**src/rtl/commit_trace_unit_if.sv**
```systemverilog
// Commit, trace and debug-read signals between the ROB/host side and the commit trace unit.
// The unit attaches to the slave modport. The driver side (ROB model, host or bench) uses master.
interface commit_trace_unit_if #(
    parameter int WIDTH = 31,
    parameter int REG   = 4,
    parameter int ROB   = 2
);
    logic                          commitValid;
    logic                          commitReady;
    logic [ROB:0]                  commitRob;
    logic [WIDTH:0]                commitPC;
    logic [REG:0]                  destCommit;
    logic [WIDTH:0]                result;
    logic                          regCommit;
    logic                          controlFlow;
    logic                          clearError;
    logic [REG:0]                  rdAddr;
    logic [WIDTH:0]                rdData;
    logic                          traceValid;
    logic                          traceReady;
    logic [2*(WIDTH+1)+REG+1:0]    traceData;
    logic [31:0]                   retiredCount;
    logic                          orderError;

    modport slave (
        input  commitValid, commitRob, commitPC, destCommit, result, regCommit,
               controlFlow, clearError, rdAddr, traceReady,
        output commitReady, rdData, traceValid, traceData, retiredCount, orderError
    );

    modport master (
        output commitValid, commitRob, commitPC, destCommit, result, regCommit,
               controlFlow, clearError, rdAddr, traceReady,
        input  commitReady, rdData, traceValid, traceData, retiredCount, orderError
    );
endinterface

```
**src/rtl/commit_trace_unit.sv**
```systemverilog
// Generic FIFO: stores records in order and shows the oldest one at the head.
// Latency: a push is visible at the head one cycle later. Backpressure: full_o is raised and the producer must stop.
module fifo #(
    parameter int W         = 8,
    parameter int DEPTH_LOG = 3
) (
    input  logic         clk,
    input  logic         rst_n,
    input  logic         push_vld_i,
    input  logic [W-1:0] push_dat_i,
    output logic         full_o,
    output logic         pop_vld_o,
    input  logic         pop_rdy_i,
    output logic [W-1:0] pop_dat_o
);
    localparam int DEPTH = 2**DEPTH_LOG;

    logic [W-1:0]       mem_q [DEPTH];
    logic [DEPTH_LOG:0] wr_ptr_q, wr_ptr_d;
    logic [DEPTH_LOG:0] rd_ptr_q, rd_ptr_d;
    logic               empty, push, pop;

    // The extra pointer bit separates the full case from the empty case when the low bits are equal.
    assign empty     = (wr_ptr_q == rd_ptr_q);
    assign full_o    = (wr_ptr_q[DEPTH_LOG-1:0] == rd_ptr_q[DEPTH_LOG-1:0]) &&
                       (wr_ptr_q[DEPTH_LOG] != rd_ptr_q[DEPTH_LOG]);
    assign push      = push_vld_i && !full_o;
    assign pop       = pop_rdy_i && !empty;
    assign pop_vld_o = !empty;
    assign pop_dat_o = mem_q[rd_ptr_q[DEPTH_LOG-1:0]];
    assign wr_ptr_d  = push ? wr_ptr_q + 1'b1 : wr_ptr_q;
    assign rd_ptr_d  = pop  ? rd_ptr_q + 1'b1 : rd_ptr_q;

    always_ff @(posedge clk) begin
        if (!rst_n) begin
            wr_ptr_q <= '0;
            rd_ptr_q <= '0;
        end else begin
            wr_ptr_q <= wr_ptr_d;
            rd_ptr_q <= rd_ptr_d;
        end
    end

    always_ff @(posedge clk) begin
        if (push) begin
            mem_q[wr_ptr_q[DEPTH_LOG-1:0]] <= push_dat_i;
        end
    end
endmodule

// Retires ROB commits into the architectural register file, checks tag order and emits trace records.
// Latency: a commit is visible on rdData, retiredCount and the trace head one cycle after acceptance.
// Backpressure: commitReady drops while the trace FIFO is full, during reset, or after an order error (HALT).
module commit_trace_unit #(
    parameter int WIDTH     = 31,
    parameter int REG       = 4,
    parameter int ROB       = 2,
    parameter int DEPTH_LOG = 3
) (
    input  logic              clk,
    input  logic              globalReset,
    commit_trace_unit_if.slave bus
);
    localparam int NREG = 2**(REG+1);
    localparam int TW   = 2*(WIDTH+1) + REG + 2;

    typedef enum logic [1:0] {RESYNC, RUN, HALT} state_t;

    state_t         state_q, state_d;
    logic [ROB:0]   exp_tag_q, exp_tag_d;
    logic           order_error_q, order_error_d;
    logic [31:0]    retired_q, retired_d;
    logic [WIDTH:0] regs_q [NREG];

    logic           fifo_full;
    logic           commit_rdy;
    logic           accept;
    logic [TW-1:0]  trace_dat;

    // Ready is independent of traceReady: a pop never makes room for a push in the same cycle.
    assign commit_rdy       = globalReset && !fifo_full && (state_q != HALT);
    assign accept           = bus.commitValid && commit_rdy;
    assign bus.commitReady  = commit_rdy;
    assign bus.orderError   = order_error_q;
    assign bus.retiredCount = retired_q;
    assign bus.rdData       = (bus.rdAddr == '0) ? '0 : regs_q[bus.rdAddr];
    assign trace_dat        = {bus.commitPC, bus.destCommit, bus.regCommit, bus.result};
    assign retired_d        = accept ? retired_q + 32'd1 : retired_q;

    always_comb begin
        state_d       = state_q;
        exp_tag_d     = exp_tag_q;
        order_error_d = order_error_q;
        case (state_q)
            RESYNC: begin
                if (accept) begin
                    exp_tag_d = bus.commitRob + 1'b1;
                    if (!bus.controlFlow) begin
                        state_d = RUN;
                    end
                end
            end
            RUN: begin
                if (accept) begin
                    if (bus.commitRob == exp_tag_q) begin
                        exp_tag_d = exp_tag_q + 1'b1;
                        // After a flush the ROB restarts allocation from an arbitrary tag.
                        if (bus.controlFlow) begin
                            state_d = RESYNC;
                        end
                    end else begin
                        order_error_d = 1'b1;
                        state_d       = HALT;
                    end
                end
            end
            HALT: begin
                if (bus.clearError) begin
                    order_error_d = 1'b0;
                    state_d       = RESYNC;
                end
            end
            default: state_d = RESYNC;
        endcase
    end

    always_ff @(posedge clk) begin
        if (!globalReset) begin
            state_q       <= RESYNC;
            exp_tag_q     <= '0;
            order_error_q <= 1'b0;
            retired_q     <= '0;
            for (int i = 0; i < NREG; i++) begin
                regs_q[i] <= '0;
            end
        end else begin
            state_q       <= state_d;
            exp_tag_q     <= exp_tag_d;
            order_error_q <= order_error_d;
            retired_q     <= retired_d;
            if (accept && bus.regCommit && (bus.destCommit != '0)) begin
                regs_q[bus.destCommit] <= bus.result;
            end
        end
    end

    fifo #(
        .W         (TW),
        .DEPTH_LOG (DEPTH_LOG)
    ) u_trace_fifo (
        .clk        (clk),
        .rst_n      (globalReset),
        .push_vld_i (accept),
        .push_dat_i (trace_dat),
        .full_o     (fifo_full),
        .pop_vld_o  (bus.traceValid),
        .pop_rdy_i  (bus.traceReady),
        .pop_dat_o  (bus.traceData)
    );
endmodule
```
**src/flat_wrapper.sv**
```systemverilog
// flat-port wrapper written by rule: the top's interface ports become plain ports
module commit_trace_unit_flat 
#(
    parameter int WIDTH     = 31,
    parameter int REG       = 4,
    parameter int ROB       = 2,
    parameter int DEPTH_LOG = 3
)
  (clk, globalReset, bus_commitValid, bus_commitRob, bus_commitPC, bus_destCommit, bus_result, bus_regCommit, bus_controlFlow, bus_clearError, bus_rdAddr, bus_traceReady, bus_commitReady, bus_rdData, bus_traceValid, bus_traceData, bus_retiredCount, bus_orderError);
  commit_trace_unit_if #(.WIDTH(WIDTH), .REG(REG), .ROB(ROB)) bus_i ();
  input  logic clk;
  input  logic globalReset;
  input wire logic [$bits(bus_i.commitValid)-1:0] bus_commitValid;
  input wire logic [$bits(bus_i.commitRob)-1:0] bus_commitRob;
  input wire logic [$bits(bus_i.commitPC)-1:0] bus_commitPC;
  input wire logic [$bits(bus_i.destCommit)-1:0] bus_destCommit;
  input wire logic [$bits(bus_i.result)-1:0] bus_result;
  input wire logic [$bits(bus_i.regCommit)-1:0] bus_regCommit;
  input wire logic [$bits(bus_i.controlFlow)-1:0] bus_controlFlow;
  input wire logic [$bits(bus_i.clearError)-1:0] bus_clearError;
  input wire logic [$bits(bus_i.rdAddr)-1:0] bus_rdAddr;
  input wire logic [$bits(bus_i.traceReady)-1:0] bus_traceReady;
  output wire logic [$bits(bus_i.commitReady)-1:0] bus_commitReady;
  output wire logic [$bits(bus_i.rdData)-1:0] bus_rdData;
  output wire logic [$bits(bus_i.traceValid)-1:0] bus_traceValid;
  output wire logic [$bits(bus_i.traceData)-1:0] bus_traceData;
  output wire logic [$bits(bus_i.retiredCount)-1:0] bus_retiredCount;
  output wire logic [$bits(bus_i.orderError)-1:0] bus_orderError;
  assign bus_i.commitValid = bus_commitValid;
  assign bus_i.commitRob = bus_commitRob;
  assign bus_i.commitPC = bus_commitPC;
  assign bus_i.destCommit = bus_destCommit;
  assign bus_i.result = bus_result;
  assign bus_i.regCommit = bus_regCommit;
  assign bus_i.controlFlow = bus_controlFlow;
  assign bus_i.clearError = bus_clearError;
  assign bus_i.rdAddr = bus_rdAddr;
  assign bus_i.traceReady = bus_traceReady;
  assign bus_commitReady = bus_i.commitReady;
  assign bus_rdData = bus_i.rdData;
  assign bus_traceValid = bus_i.traceValid;
  assign bus_traceData = bus_i.traceData;
  assign bus_retiredCount = bus_i.retiredCount;
  assign bus_orderError = bus_i.orderError;
  commit_trace_unit #(.WIDTH(WIDTH), .REG(REG), .ROB(ROB), .DEPTH_LOG(DEPTH_LOG)) u_core (.clk(clk), .globalReset(globalReset), .bus(bus_i));
endmodule
```
**config.mk**
```make
export PLATFORM = sky130hd
export DESIGN_NAME = commit_trace_unit_flat
export DESIGN_NICKNAME = d
export VERILOG_FILES = /design/src/rtl/commit_trace_unit_if.sv /design/src/rtl/commit_trace_unit.sv /design/src/flat_wrapper.sv
export SDC_FILE = /design/constraint.sdc
export NUM_CORES = 2
export LEC_CHECK = 0
export ABC_CLOCK_PERIOD_IN_PS = 16200
export CORE_MARGIN = 5
export CORE_UTILIZATION = 34
export DETAILED_ROUTE_END_ITERATION = 10
export HOLD_SLACK_MARGIN = 0.02
export MAX_ROUTING_LAYER = met4
export PLACE_DENSITY_LB_ADDON = 0.3
export RECOVER_POWER = 25
export SYNTH_ARGS = -nofsm -noshare
export SYNTH_HDL_FRONTEND = slang
export SYNTH_SLANG_ARGS = --single-unit
```
**constraint.sdc**
```tcl
create_clock -name clk -period 16.2 [get_ports clk]
set_input_delay 4.86 -clock clk [delete_from_list [all_inputs] [get_ports clk]]
set_output_delay 4.86 -clock clk [all_outputs]
set_load 0.02 [all_outputs]
```
==> out/summary.json <==
{
  "synthesis": {
    "synth_enable_flop_cells": 1584,
    "synth_seq_cells": 1633,
    "yosysTopAreaCell": "sky130_fd_sc_hd__edfxtp_1",
    "syn-mean-instance-area_sq_um": 16.8,
    "async_flop_share": 0,
    "synth.distinct_cells": 52,
    "ys_top_cells_by_area": "sky130_fd_sc_hd__edfxtp_1 (70%), sky130_fd_sc_hd__mux4_2 (13%), sky130_fd_sc_hd__nor2_1 (5.8%)",
    "synth_warnings": 0,
    "synthDominantCellAreaShare": 0.705,
    "synthCells": 4012,
    "synth_sequential_area_ratio": 0.719,
    "post_synth_instance_area_sq_um": 67500,
    "ys.flop_type": "sky130_fd_sc_hd__edfxtp_1"
  },
  "clock_tree": {
    "post_cts_resize_count": 0,
    "cts-hold-fix-buffers": 0,
    "path_clk_slew_ns": 0.05,
    "cts_made_buffers": 172,
    "clock_tree_from_tritoncts": "built",
    "cts_setup_buffers": 0,
    "clk-insertion-delay-late_ns": 0.83,
    "cts-htree-levels": 4,
    "clock-sinks": 1633,
    "clockRootBuffer": "sky130_fd_sc_hd__clkbuf_16",
    "cts.path.max_buffers": 3
  },
  "placed_design": {
    "place_congestion": 0.762,
    "dpl.hpwl_mm": 108,
    "placement.io_buffers": 220
  },
  "outcome": {
    "violations": "capacitance limit, slew limit",
    "status": "finished, violations left"
  },
  "layout": {
    "drive_above_1_share": 0.205,
    "area_delta_synth_final_pct": 16.0,
    "design.final.nets": 4337
  },
  "die": {
    "initial_utilization": 0.342,
    "total_die_area_sq_um": 207000,
    "core_area_sq_um": 197000,
    "die_w_um": 455,
    "dieHeight_um": 455,
    "rows": 163,
    "ios": 221
  },
  "hold_path": {
    "min_to": "u_core.bus.retiredCount[31]$_SDFFE_PN0P_",
    "worst_hold_path_type": "reg -> reg",
    "whs_path_depth": 1,
    "beginning_of_the_worst_hold_path": "u_core.bus.retiredCount[31]$_SDFFE_PN0P_"
  },
  "timing": {
    "fin_setup_tns_ns": 0,
    "fmax_mhz": 75.5,
    "tightest_slew_ns": 4.78,
    "layout_skew_ns": 0.0521,
    "finalHoldWorstSlack_ns": 0.474,
    "fin_crit_ns": 13.25,
    "fin_crit_sh": 0.818,
    "slew_headroom": -2.19,
    "maxSlewViolCount": 328,
    "setup_repair_after_global_routing_missed_its_margin": "no",
    "hold_violations": 0,
    "report.final.setup_viol": 0
  },
  "worst_setup_path": {
    "worst-endpoint-arrival_ns": 8.39,
    "worst_path_largest_cell_delay_ns": 1.03,
    "ff2ff_setup_slack_ns": 8.63,
    "worst-r2r-cell-count": 8,
    "worst_r2r_endpoint": "u_core.regs_q[28][8]$_SDFFCE_PN0P_",
    "worst-endpoint-required_ns": 11.34,
    "r2r-start": "u_core.u_trace_fifo.wr_ptr_q[1]$_SDFFE_PN0P_",
    "critPathSlowestCell": "sky130_fd_sc_hd__and2_2",
    "critical_path_peak_fanout": 61,
    "worst_setup_path_end_kind": "output port",
    "worst_setup_path_start_kind": "input port",
    "crit_chain": "clkbuf_8 -> and2_2 -> buf_4 -> a221oi_1 -> a21oi_1 -> clkdlybuf4s50_1",
    "timing.setup.critical_path_class": "in -> out"
  },
  "global_routing": {
    "global_route.overflow_total": 0,
    "grt_pass1_wl_mm": 288,
    "antenna_found_initial": 28,
    "first_global_vias": 39107,
    "pin_count_of_the_biggest_net_entering_global_routing": 104,
    "grt_util_all_layers": 0.197
  },
  "route": {
    "drt_first_pass_iters": 5,
    "post-route-drc-count": 0,
    "vias_per_cell": 5.42,
    "vias": 38053,
    "drt_iter0_markers": 3943,
    "routedWlPerCell_um": 28.9,
    "detail-route-antenna-nets": 0,
    "totalWireLength_mm": 203
  },
  "power": {
    "int_power_mw": 7.19,
    "power.static_leakage_nw": 24.9,
    "fraction_of_power_spent_switching_nets": 0.238,
    "power.share.combinational": 0.091,
    "p_seq_frac": 0.507,
    "clkPwrFrac": 0.401,
    "reported_net_switching_power_mw": 2.24,
    "peakVddDrop_mv": 0.115,
    "cellPowerDensity_nw_per_um2": 120
  },
  "run": {
    "max_cap_viol_count": 8
  }
}
[Yosys cell counts (all sizes together) (32+ instances only)]
master	n
edfxtp	1584
nor2	1051
mux4	396
nand2	161
buf	150
mux2	134
clkbuf	126
a21oi	52
dfxtp	49
o21ai	43
mux2i	41
a221oi	32
o221ai	32
[cells by family after synthesis]
family / after synthesis / share of synthesized area
simple gates: 1323 / 0.0783
buf+inv: 282 / 0.0201
other cells: 1 / 0.0000556
compound gates: 175 / 0.0175
flops: 1633 / 0.719
mux: 571 / 0.161
xor+xnor: 23 / 0.00321
fa+ha+maj: 4 / 0.000742
[registers in the layout, summed over array words and instances (netlist names), named ones only]
name                          cells
u_core.state_q                    2
u_core.u_trace_fifo.mem_q       560
u_core.bus.retiredCount          32
u_core.u_trace_fifo.wr_ptr_q      4
u_core.regs_q                  1024
u_core.u_trace_fifo.rd_ptr_q      4
u_core.exp_tag_q                  3
u_core.bus.orderError             1
[critical path: cells and delay by family]
kind / cells / cell delay, ns
AO/OA/AOI/OAI: 2 / 0.69
buffers and inverters: 3 / 1.72
AND/OR/NAND/NOR: 1 / 1.03
[cell usage in the layout (no fill, tap or decap), types with 11 or more instances in the layout]
| master | n |
|---|---|
| sky130_fd_sc_hd__o21ai_0 | 12 |
| sky130_fd_sc_hd__mux2_2 | 134 |
| sky130_fd_sc_hd__buf_4 | 75 |
| sky130_fd_sc_hd__clkdlybuf4s50_1 | 129 |
| sky130_fd_sc_hd__a221oi_1 | 32 |
| sky130_fd_sc_hd__or3_1 | 11 |
| sky130_fd_sc_hd__dfxtp_1 | 46 |
| sky130_fd_sc_hd__nand3_1 | 17 |
| sky130_fd_sc_hd__clkinv_1 | 44 |
| sky130_fd_sc_hd__o221ai_1 | 32 |
| sky130_fd_sc_hd__clkbuf_1 | 49 |
| sky130_fd_sc_hd__nand4_1 | 11 |
| sky130_fd_sc_hd__conb_1 | 32 |
| sky130_fd_sc_hd__xnor2_1 | 17 |
| sky130_fd_sc_hd__clkbuf_16 | 173 |
| sky130_fd_sc_hd__mux4_2 | 396 |
| sky130_fd_sc_hd__o21ai_4 | 31 |
| sky130_fd_sc_hd__nor2_1 | 1050 |
| sky130_fd_sc_hd__a21oi_1 | 52 |
| sky130_fd_sc_hd__dlygate4sd3_1 | 85 |
| sky130_fd_sc_hd__mux2i_1 | 41 |
| sky130_fd_sc_hd__clkinv_2 | 14 |
| sky130_fd_sc_hd__edfxtp_1 | 1584 |
| sky130_fd_sc_hd__nand2_1 | 161 |
[layout make-up]
cell class                 count  area (sq um)
antenna                        4          10.0
clock buffer                 215          4490
clock inverter                91           838
fill                       18153        119000
inverter                       6          23.8
multi-input combinational   2128         18100
sequential                  1633         48600
tap                         2640          3300
timing repair buffer         308          2900
[metrics by stage]
step | cell area, sq um | instances | power [mW] | worst slack [ns] | utilization
2_1_floorplan | 67600 | 4043 | 5.36 | 2.97 | -
3_3_place_gp | 73000 | 6715 | 5.75 | 3.00 | 0.370
3_5_place_dp | 73000 | 6715 | 5.75 | 2.99 | 0.370
4_1_cts | 78300 | 7021 | 9.52 | 2.96 | 0.397
5_1_grt | 78200 | 7025 | 9.72 | 2.89 | 0.396
6_report | 78200 | 7025 | 9.43 | 2.95 | 0.396
[per-layer routing]
layer,global-route usage,vias up,part of all wire
met5,-,-,0
met4,0.0590,0,0.032
met3,0.0277,398,0.068
met2,0.333,1644,0.51
met1,0.249,20155,0.39
li1,-,15856,-
[power by group through the flow]
| stage | Sequential (mW) | Combinational (mW) | Clock (mW) |
|---|---|---|---|
| 3_3_place_gp | 4.87 | 0.879 | 0 |
| 3_5_place_dp | 4.87 | 0.881 | 0 |
| 5_1_grt | 4.79 | 0.904 | 4.02 |
| 2_1_floorplan | 4.85 | 0.508 | 0 |
| 6_report | 4.78 | 0.862 | 3.78 |
| 4_1_cts | 4.78 | 0.883 | 3.85 |
[worst max path at each step]
stage	start	to
after global routing	bus_rdAddr[0]	bus_rdData[2]
after detailed placement	bus_rdAddr[0]	bus_rdData[2]
after global placement	bus_rdAddr[0]	bus_rdData[2]
final	bus_rdAddr[0]	bus_rdData[2]
after CTS	bus_rdAddr[0]	bus_rdData[2]
after floorplan	bus_commitValid	u_core.u_trace_fifo.mem_q[2][0]$_DFFE_PP_
No activity file was read; power rests on OpenSTA's default activity.
